**src/rtl/wb_sram_bridge_pkg.sv**
```systemverilog
// Shared types and geometry for the Wishbone-to-OpenRAM bridge.
// Two 512x32 macros sit behind one 4 KiB window; bit 11 picks the macro.
package wb_sram_bridge_pkg;

  typedef enum logic [2:0] {
    IDLE,
    WSTB,
    RSTB,
    RWAIT,
    ACK
  } state_e;

  localparam int SRAM_AW  = 9;
  localparam int SRAM_DW  = 32;
  localparam int BANK_BIT = 11;
  localparam int WORD_LSB = 2;

endpackage

```
**src/rtl/wb_sram_bridge.sv**
```systemverilog
// Wishbone classic slave that turns single accesses into one-cycle strobes on
// two dual-port OpenRAM macros (port 0 writes, port 1 reads) and returns ack/data.
module wb_sram_bridge
  import wb_sram_bridge_pkg::*;
#(
  parameter logic [31:0] BASE_ADR = 32'h3000_0000,
  parameter int unsigned READ_LAT = 1
) (
  input  logic               wb_clk_i,
  input  logic               wb_rst_i,
  input  logic               wbs_cyc_i,
  input  logic               wbs_stb_i,
  input  logic               wbs_we_i,
  input  logic [3:0]         wbs_sel_i,
  input  logic [31:0]        wbs_adr_i,
  input  logic [31:0]        wbs_dat_i,
  output logic               wbs_ack_o,
  output logic [31:0]        wbs_dat_o,
  output logic               o_csb0,
  output logic               o_csb0_1,
  output logic               o_web0,
  output logic               o_web0_1,
  output logic [3:0]         o_wmask0,
  output logic [3:0]         o_wmask0_1,
  output logic [SRAM_AW-1:0] o_waddr0,
  output logic [SRAM_AW-1:0] o_waddr0_1,
  output logic [SRAM_DW-1:0] o_din0,
  output logic [SRAM_DW-1:0] o_din0_1,
  output logic               o_csb1,
  output logic               o_csb1_1,
  output logic [SRAM_AW-1:0] o_addr1,
  output logic [SRAM_AW-1:0] o_addr1_1,
  input  logic [SRAM_DW-1:0] i_dout1,
  input  logic [SRAM_DW-1:0] i_dout1_1
);

  localparam logic [1:0] LAT_LAST = 2'(READ_LAT - 1);

  state_e             state_q, state_d;
  logic [1:0]         latCnt_q, latCnt_d;
  logic               bank_q, bank_d;
  logic               abort_q, abort_d;
  logic               ack_q, ack_d;
  logic [SRAM_DW-1:0] dat_q, dat_d;

  logic               hit, accept, abortNow, wrFire, rdFire, reqBank;
  logic [SRAM_AW-1:0] reqWord;
  logic [SRAM_DW-1:0] readData;
  logic               unused_adrLsb;

  assign unused_adrLsb = ^wbs_adr_i[1:0];
  assign reqBank  = wbs_adr_i[BANK_BIT];
  assign reqWord  = wbs_adr_i[WORD_LSB +: SRAM_AW];
  assign hit      = wbs_cyc_i & wbs_stb_i & ~ack_q & (wbs_adr_i[31:12] == BASE_ADR[31:12]);
  assign abortNow = abort_q | ~wbs_cyc_i;
  assign readData = bank_q ? i_dout1_1 : i_dout1;
  // An all-zero byte mask still gets acked, it just never touches the macro.
  assign wrFire   = accept & wbs_we_i & (wbs_sel_i != 4'b0000);
  assign rdFire   = accept & ~wbs_we_i;

  always_ff @(posedge wb_clk_i or posedge wb_rst_i) begin
    if (wb_rst_i) begin
      state_q  <= IDLE;
      latCnt_q <= '0;
      bank_q   <= 1'b0;
      abort_q  <= 1'b0;
      ack_q    <= 1'b0;
      dat_q    <= '0;
    end else begin
      state_q  <= state_d;
      latCnt_q <= latCnt_d;
      bank_q   <= bank_d;
      abort_q  <= abort_d;
      ack_q    <= ack_d;
      dat_q    <= dat_d;
    end
  end

  // A dropped cyc is remembered so the macro access finishes but no ack is given.
  always_comb begin
    state_d  = state_q;
    latCnt_d = latCnt_q;
    bank_d   = bank_q;
    abort_d  = abort_q;
    ack_d    = 1'b0;
    dat_d    = '0;
    accept   = 1'b0;
    case (state_q)
      IDLE: begin
        if (hit) begin
          accept   = 1'b1;
          bank_d   = reqBank;
          abort_d  = 1'b0;
          latCnt_d = '0;
          state_d  = wbs_we_i ? WSTB : RSTB;
        end
      end
      WSTB: begin
        abort_d = abortNow;
        ack_d   = ~abortNow;
        state_d = ACK;
      end
      RSTB: begin
        abort_d  = abortNow;
        latCnt_d = '0;
        state_d  = RWAIT;
      end
      RWAIT: begin
        abort_d = abortNow;
        if (latCnt_q == LAT_LAST) begin
          ack_d   = ~abortNow;
          dat_d   = abortNow ? '0 : readData;
          state_d = ACK;
        end else begin
          latCnt_d = latCnt_q + 2'd1;
        end
      end
      ACK:     state_d = IDLE;
      default: state_d = IDLE;
    endcase
  end

  for (genvar b = 0; b < 2; b++) begin : gBank
    logic               wrHit, rdHit;
    logic               csb0_q, web0_q, csb1_q;
    logic [3:0]         wmask0_q;
    logic [SRAM_AW-1:0] waddr0_q, addr1_q;
    logic [SRAM_DW-1:0] din0_q;

    assign wrHit = wrFire & (reqBank == 1'(b));
    assign rdHit = rdFire & (reqBank == 1'(b));

    always_ff @(posedge wb_clk_i or posedge wb_rst_i) begin
      if (wb_rst_i) begin
        csb0_q   <= 1'b1;
        web0_q   <= 1'b1;
        csb1_q   <= 1'b1;
        wmask0_q <= '0;
        waddr0_q <= '0;
        din0_q   <= '0;
        addr1_q  <= '0;
      end else begin
        csb0_q <= ~wrHit;
        web0_q <= ~wrHit;
        csb1_q <= ~rdHit;
        if (wrHit) begin
          wmask0_q <= wbs_sel_i;
          waddr0_q <= reqWord;
          din0_q   <= wbs_dat_i;
        end
        if (rdHit) begin
          addr1_q <= reqWord;
        end
      end
    end
  end

  assign wbs_ack_o  = ack_q;
  assign wbs_dat_o  = dat_q;
  assign o_csb0     = gBank[0].csb0_q;
  assign o_csb0_1   = gBank[1].csb0_q;
  assign o_web0     = gBank[0].web0_q;
  assign o_web0_1   = gBank[1].web0_q;
  assign o_wmask0   = gBank[0].wmask0_q;
  assign o_wmask0_1 = gBank[1].wmask0_q;
  assign o_waddr0   = gBank[0].waddr0_q;
  assign o_waddr0_1 = gBank[1].waddr0_q;
  assign o_din0     = gBank[0].din0_q;
  assign o_din0_1   = gBank[1].din0_q;
  assign o_csb1     = gBank[0].csb1_q;
  assign o_csb1_1   = gBank[1].csb1_q;
  assign o_addr1    = gBank[0].addr1_q;
  assign o_addr1_1  = gBank[1].addr1_q;

endmodule

```
**config.mk**
```make
export PLATFORM = sky130hd
export DESIGN_NAME = wb_sram_bridge
export DESIGN_NICKNAME = d
export VERILOG_FILES = /design/src/rtl/wb_sram_bridge_pkg.sv /design/src/rtl/wb_sram_bridge.sv
export SDC_FILE = /design/constraint.sdc
export NUM_CORES = 1
export LEC_CHECK = 0
export BUFFER_PORTS_ARGS = -buffer_cell sky130_fd_sc_hd__buf_2
export CAP_MARGIN = 20
export CORE_ASPECT_RATIO = 0.7
export CORE_UTILIZATION = 50
export DETAILED_ROUTE_END_ITERATION = 6
export PLACE_DENSITY = 0.85
export SLEW_MARGIN = 0
export SYNTH_ARGS = -nofsm -noshare
export SYNTH_HDL_FRONTEND = slang
export SYNTH_SLANG_ARGS = --single-unit
```
**constraint.sdc**
```tcl
create_clock -name wb_clk_i -period 7.42 [get_ports wb_clk_i]
set_clock_uncertainty 0.05 [all_clocks]
set_input_delay 0.371 -clock wb_clk_i [delete_from_list [all_inputs] [get_ports wb_clk_i]]
set_output_delay 0.371 -clock wb_clk_i [all_outputs]
set_load 0.005 [all_outputs]
```
; ---- Word-level counts from Yosys, hierarchy flattened
; Cells that the tools add are included.
[totals]
latch_bits = 0
ramBits = 0
mem_count = 0
reg_bits = 152
elab_cells = 73
mem_bits_ro = 0
inputBits = 137
out_inout_bits = 147
[classes]
mul = 0
shift = 0
n_mux = 17
n_reduce_logical = 10
add_sub_neg = 1
bitwise = 20
eq_ne = 7
div = 0
order_cmp = 0
[ops]
columns = op, count
row1 = $mux W32, 4
row2 = $eq A20 B18 Y1 const B, 1
row3 = $pmux W3 S4, 1
row4 = $and A1 B1 Y1, 10
row5 = $not A1 Y1, 9
row6 = $eq A3 B2 Y1 const B, 2
row7 = $mux W2, 3
row8 = $mux W3, 2
row9 = $ne A2 B2 Y1 const B, 3
row10 = $pmux W2 S3, 1
row11 = $reduce_and A2 Y1, 3
row12 = $mux W1, 4
row13 = $pmux W1 S2, 2
row14 = $reduce_bool A4 Y1, 1
row15 = $eq A3 B1 Y1 const B, 1
row16 = $logic_not A3 Y1, 1
row17 = $reduce_and A3 Y1, 1
row18 = $reduce_bool A3 Y1, 1
row19 = $reduce_or A3 Y1, 1
row20 = $add A2 B1 Y2 const B, 1
row21 = $logic_not A2 Y1, 1
row22 = $reduce_bool A2 Y1, 1
row23 = $or A1 B1 Y1, 1

; ---- Longest topological paths before layout
[depth]
ltp_word = 9
depth_mapped = 7
mapped_depth_nobuf = 6

; ---- Least setup slack after synthesis
; OpenSTA, ideal clock, no wires.
[synth_timing]
path_kind = in2reg
startpoint = input port wbs_adr_i[13]
endpoint = register gBank[0].din0_q[10], in the netlist o_din0[10]
arrival_ps = 1949
n_path_buf = 2
setup_slack_ps = 5296
path_stages = 6
required_ps = 7245
setup_time_ps = 125
path_cell_list = or4_1 nor3_4 nand4b_1 buf_4 buf_6 mux2_4
[synth_between]
elab_chain_cells = 7
[synth_rtl]
columns = element, line
row1 = start: declaration, wb_sram_bridge.sv:15  ; input logic [31:0] wbs_adr_i,
row2 = $eq A20 B18 Y1, wb_sram_bridge.sv:54  ; assign hit = wbs_cyc_i & wbs_stb_i & ~ack_q & (wbs_adr_i[31:12] == BASE_ADR[31:12]);
row3 = $and A1 B1 Y1, wb_sram_bridge.sv:54
row4 = $mux W1, wb_sram_bridge.sv:90  ; if (hit) begin
row5 = $mux W1, wb_sram_bridge.sv:88  ; case (state_q)
row6 = $and A1 B1 Y1 (2 in series), wb_sram_bridge.sv:58  ; assign wrFire = accept & wbs_we_i & (wbs_sel_i != 4'b0000);
row7 = $and A1 B1 Y1, wb_sram_bridge.sv:130  ; assign wrHit = wrFire & (reqBank == 1'(b));
row8 = end signal: assignment, wb_sram_bridge.sv:149  ; din0_q <= wbs_dat_i;
row9 = end: declaration, wb_sram_bridge.sv:128  ; logic [SRAM_DW-1:0] din0_q;
; No other way between the ends.
; A chain may end at the register's enable or synchronous reset.

; ---- Worst setup path after layout
[layout_timing]
startpoint = register ack_q, in the netlist wbs_ack_o
endpoint = register gBank[1].din0_q[15], in the netlist o_din0_1[15]
[layout_between]
elab_chain_cells = 8
[layout_rtl]
columns = element, line
row1 = start: declaration, wb_sram_bridge.sv:43  ; logic ack_q, ack_d;
row2 = start signal: assignment, wb_sram_bridge.sv:74  ; ack_q <= ack_d;
row3 = $not A1 Y1, wb_sram_bridge.sv:54
row4 = $and A1 B1 Y1 (2 in series), wb_sram_bridge.sv:54
row5 = $mux W1, wb_sram_bridge.sv:90
row6 = $mux W1, wb_sram_bridge.sv:88
row7 = $and A1 B1 Y1 (2 in series), wb_sram_bridge.sv:58
row8 = $and A1 B1 Y1, wb_sram_bridge.sv:130
row9 = end signal: assignment, wb_sram_bridge.sv:149
row10 = end: declaration, wb_sram_bridge.sv:128
; No other way between the ends.

==> metrics.txt <==
CP max stage delay=between 0.7 and 0.8 ns; core area=~0.012 mm2; Slew @ Worst Pin=between 0.9 and 1 ns; Ys Warns=0; Final nets=~820; fin crit share=between 30% and 40%; PD cells=approximately 220 mW/mm2; worst hold-check path type=in2async; root buffer selected by CTS=clkbuf_16; synthesized area=0.00612 mm2; via count=4,246; Worst-path clk slew=0.07 ns; WP data arrival=a little under 3 ns; sequential share of the synthesized area=between 60% and 70%; WL final=~14 mm; CP Class=reg2reg; placed cells=just over 800; crit end category=register; Final ANT Viol Nets=0; Sink Count=between 150 and 200; Rows=33; Skew-Pair Late Insertion Delay=0.40 ns; Final HPWL DP=10.4 mm; relative slew slack=a little under two fifths; Syn Area/Cell=15.4 um2; Num CTS Buffers=17; buffer depth of the longest clock path=2; Startpoint Class=register; Ant. Diodes=0; first-pass GRT wire length=around 22 mm; setup TNS=0 ns; per-cell routed wire length=~17 um; port bufs=roughly 280; starting DRC count in detailed routing=131; Slowest-stage cell, CP=nand4_4; outcome=finished clean; Area Growth Syn to Fin=34.4%; GP Congestion=about 0.8; CTS tree=yes; 1st-pass router iterations=4; CP max FO=46; GRT overflow=0; Leak Pwr=~0.0048 uW; final setup fails=0; final std cells w/o fill=roughly 850; Max Slew Vio Count=0; vias in the first global route=4,346; Syn Inst Count=around 400; max-cap check violation count=0; largest net degree at the start of global routing=approximately 90; CP Data Required Time=around 7.7 ns; Die Height=roughly 95 um; # hold bufs at CTS=0; commonest non-fill, non-tap cell in the layout=buf_2; Critical path buffers and inverters=0; EDFF count, synth=0; Total GRT Usage=~23%; commonest non-fill, non-tap cells in the layout=buf_2 (281), dfrtp_1 (147), mux2_2 (70), nor2_1 (41), mux2_4 (39); Die Area=between 0.01 and 0.015 mm2; Post-CTS Setup Inserts=0; Synth Register Bits=152; crit-path cells=nor4bb_1 -> and4_1 -> nand4_4 -> mux2_2; Ports=around 280; fmax=366 MHz; H-tree depth=4; final hold vios=0; setup repair after global routing missed its margin=no; post-synthesis cell type count=39; net count after synthesis=between 500 and 600; Async S/R FF share, synth=between 90% and 100%; antenna violations before repair=0; post-cts resize count=0; Peak VDD IR=roughly 0.00017 V; Die Width=134 um; via/cell ratio=between 4 and 5; min Tclk post-route=between 2 and 3 ns; kind of cell adding the most delay to the critical path=simple AND/OR/NAND/NOR gates; DRC=0; Main synth FF type=dfrtp_1; share of cells above drive strength 1=between 60% and 70%; starting density of the core=around 52%
[path summary, 6_finish.rpt]
kind                       cells after the start  slack (ns)      endpoint           from
max                                            4        4.69  o_din0_1[15]      wbs_ack_o
min                                            2        0.05    o_din0[24]       wb_rst_i
max reg2reg                                    4        4.69  o_din0_1[15]      wbs_ack_o
min reg2reg                                    1        0.45   o_wmask0[3]    o_wmask0[3]
max in group asynchronous                      3        5.92   o_waddr0[8]       wb_rst_i
min in group wb_clk_i                          2        0.15    o_din0[21]  wbs_dat_i[21]
[metal layers]
| layer | GRT usage, % | part of all wire, % |
|---|---|---|
| met1 | 27.0 | 41 |
| met5 | 0 | 0 |
| met4 | 8.52 | 1.4 |
| met2 | 42.0 | 52 |
| met3 | 4.72 | 5.8 |
[power breakdown]
part	switching (uW)	internal (uW)	leakage [uW]	total [uW]
Combinational	35.8	30.8	0.00239	66.6
Clock	344	544	0.000286	888
Sequential	0.00867	829	0.00210	829
Total	380	1400	0.00477	1780
[logic make-up after synthesis]
group	after synthesis	synth area share [%]
AOI/OAI and AO/OA	9	0.961
adders and majority gates	1	0.204
buffers and inverters	26	2.80
DFF	152	62.2
muxes	141	27.7
and+or+nand+nor	69	6.09
[synth_stat cells (2+ instances only)]
cell type  instances  area share [%]
mux2_4            39             9.6
nor3b_1            2            0.25
or3_1              2            0.20
o31ai_1            2            0.25
clkbuf_1           7            0.43
and4_1             2            0.29
nor4bb_1           2            0.33
nor4_1             2            0.20
nor2_1            41             2.5
inv_1              5            0.31
mux2_2            70              13
mux2i_1           32             5.2
buf_4              3            0.37
a31oi_1            2            0.20
buf_2              2            0.16
nand2_1            3            0.18
buf_6              8             1.5
dfstp_2            4             1.7
dfrtp_1          148              61
nand2b_1           2            0.20
nor3_1             2            0.16
[sequential cells by signal, indices dropped and copies added (netlist names)]
name / cells
wbs_dat_o: 32
o_web0: 1
o_wmask0_1: 4
state_q: 3
abort_q: 1
o_wmask0: 4
o_web0_1: 1
o_din0: 32
o_waddr0: 9
o_din0_1: 32
o_csb1: 1
o_addr1: 9
o_csb1_1: 1
latCnt_q: 2
o_addr1_1: 9
bank_q: 1
o_waddr0_1: 9
wbs_ack_o: 1
[layout make-up]
class	instances	area, um2
inverter	5	23.8
fill	837	3580
clock inverter	12	166
timing repair buffer	285	1440
tap	157	196
multi-input combinational	220	2140
clock buffer	20	447
sequential	152	3810
[stage by stage]
step                      instance area [um2]  hold slack (ns)  setup WS, ns  util (%)  total power, uW
after floorplan                          6120            0.407          2.91         -              865
after global placement                   7600            0.423          4.45      64.3              909
after detailed placement                 7600            0.435          4.38      64.3              912
after CTS                                8210           0.0923          4.63      69.5             1800
after global routing                     8230            0.113          4.54      69.7             1840
final                                    8230           0.0534          4.69      69.7             1780
Power figures use the tool's default switching activity.
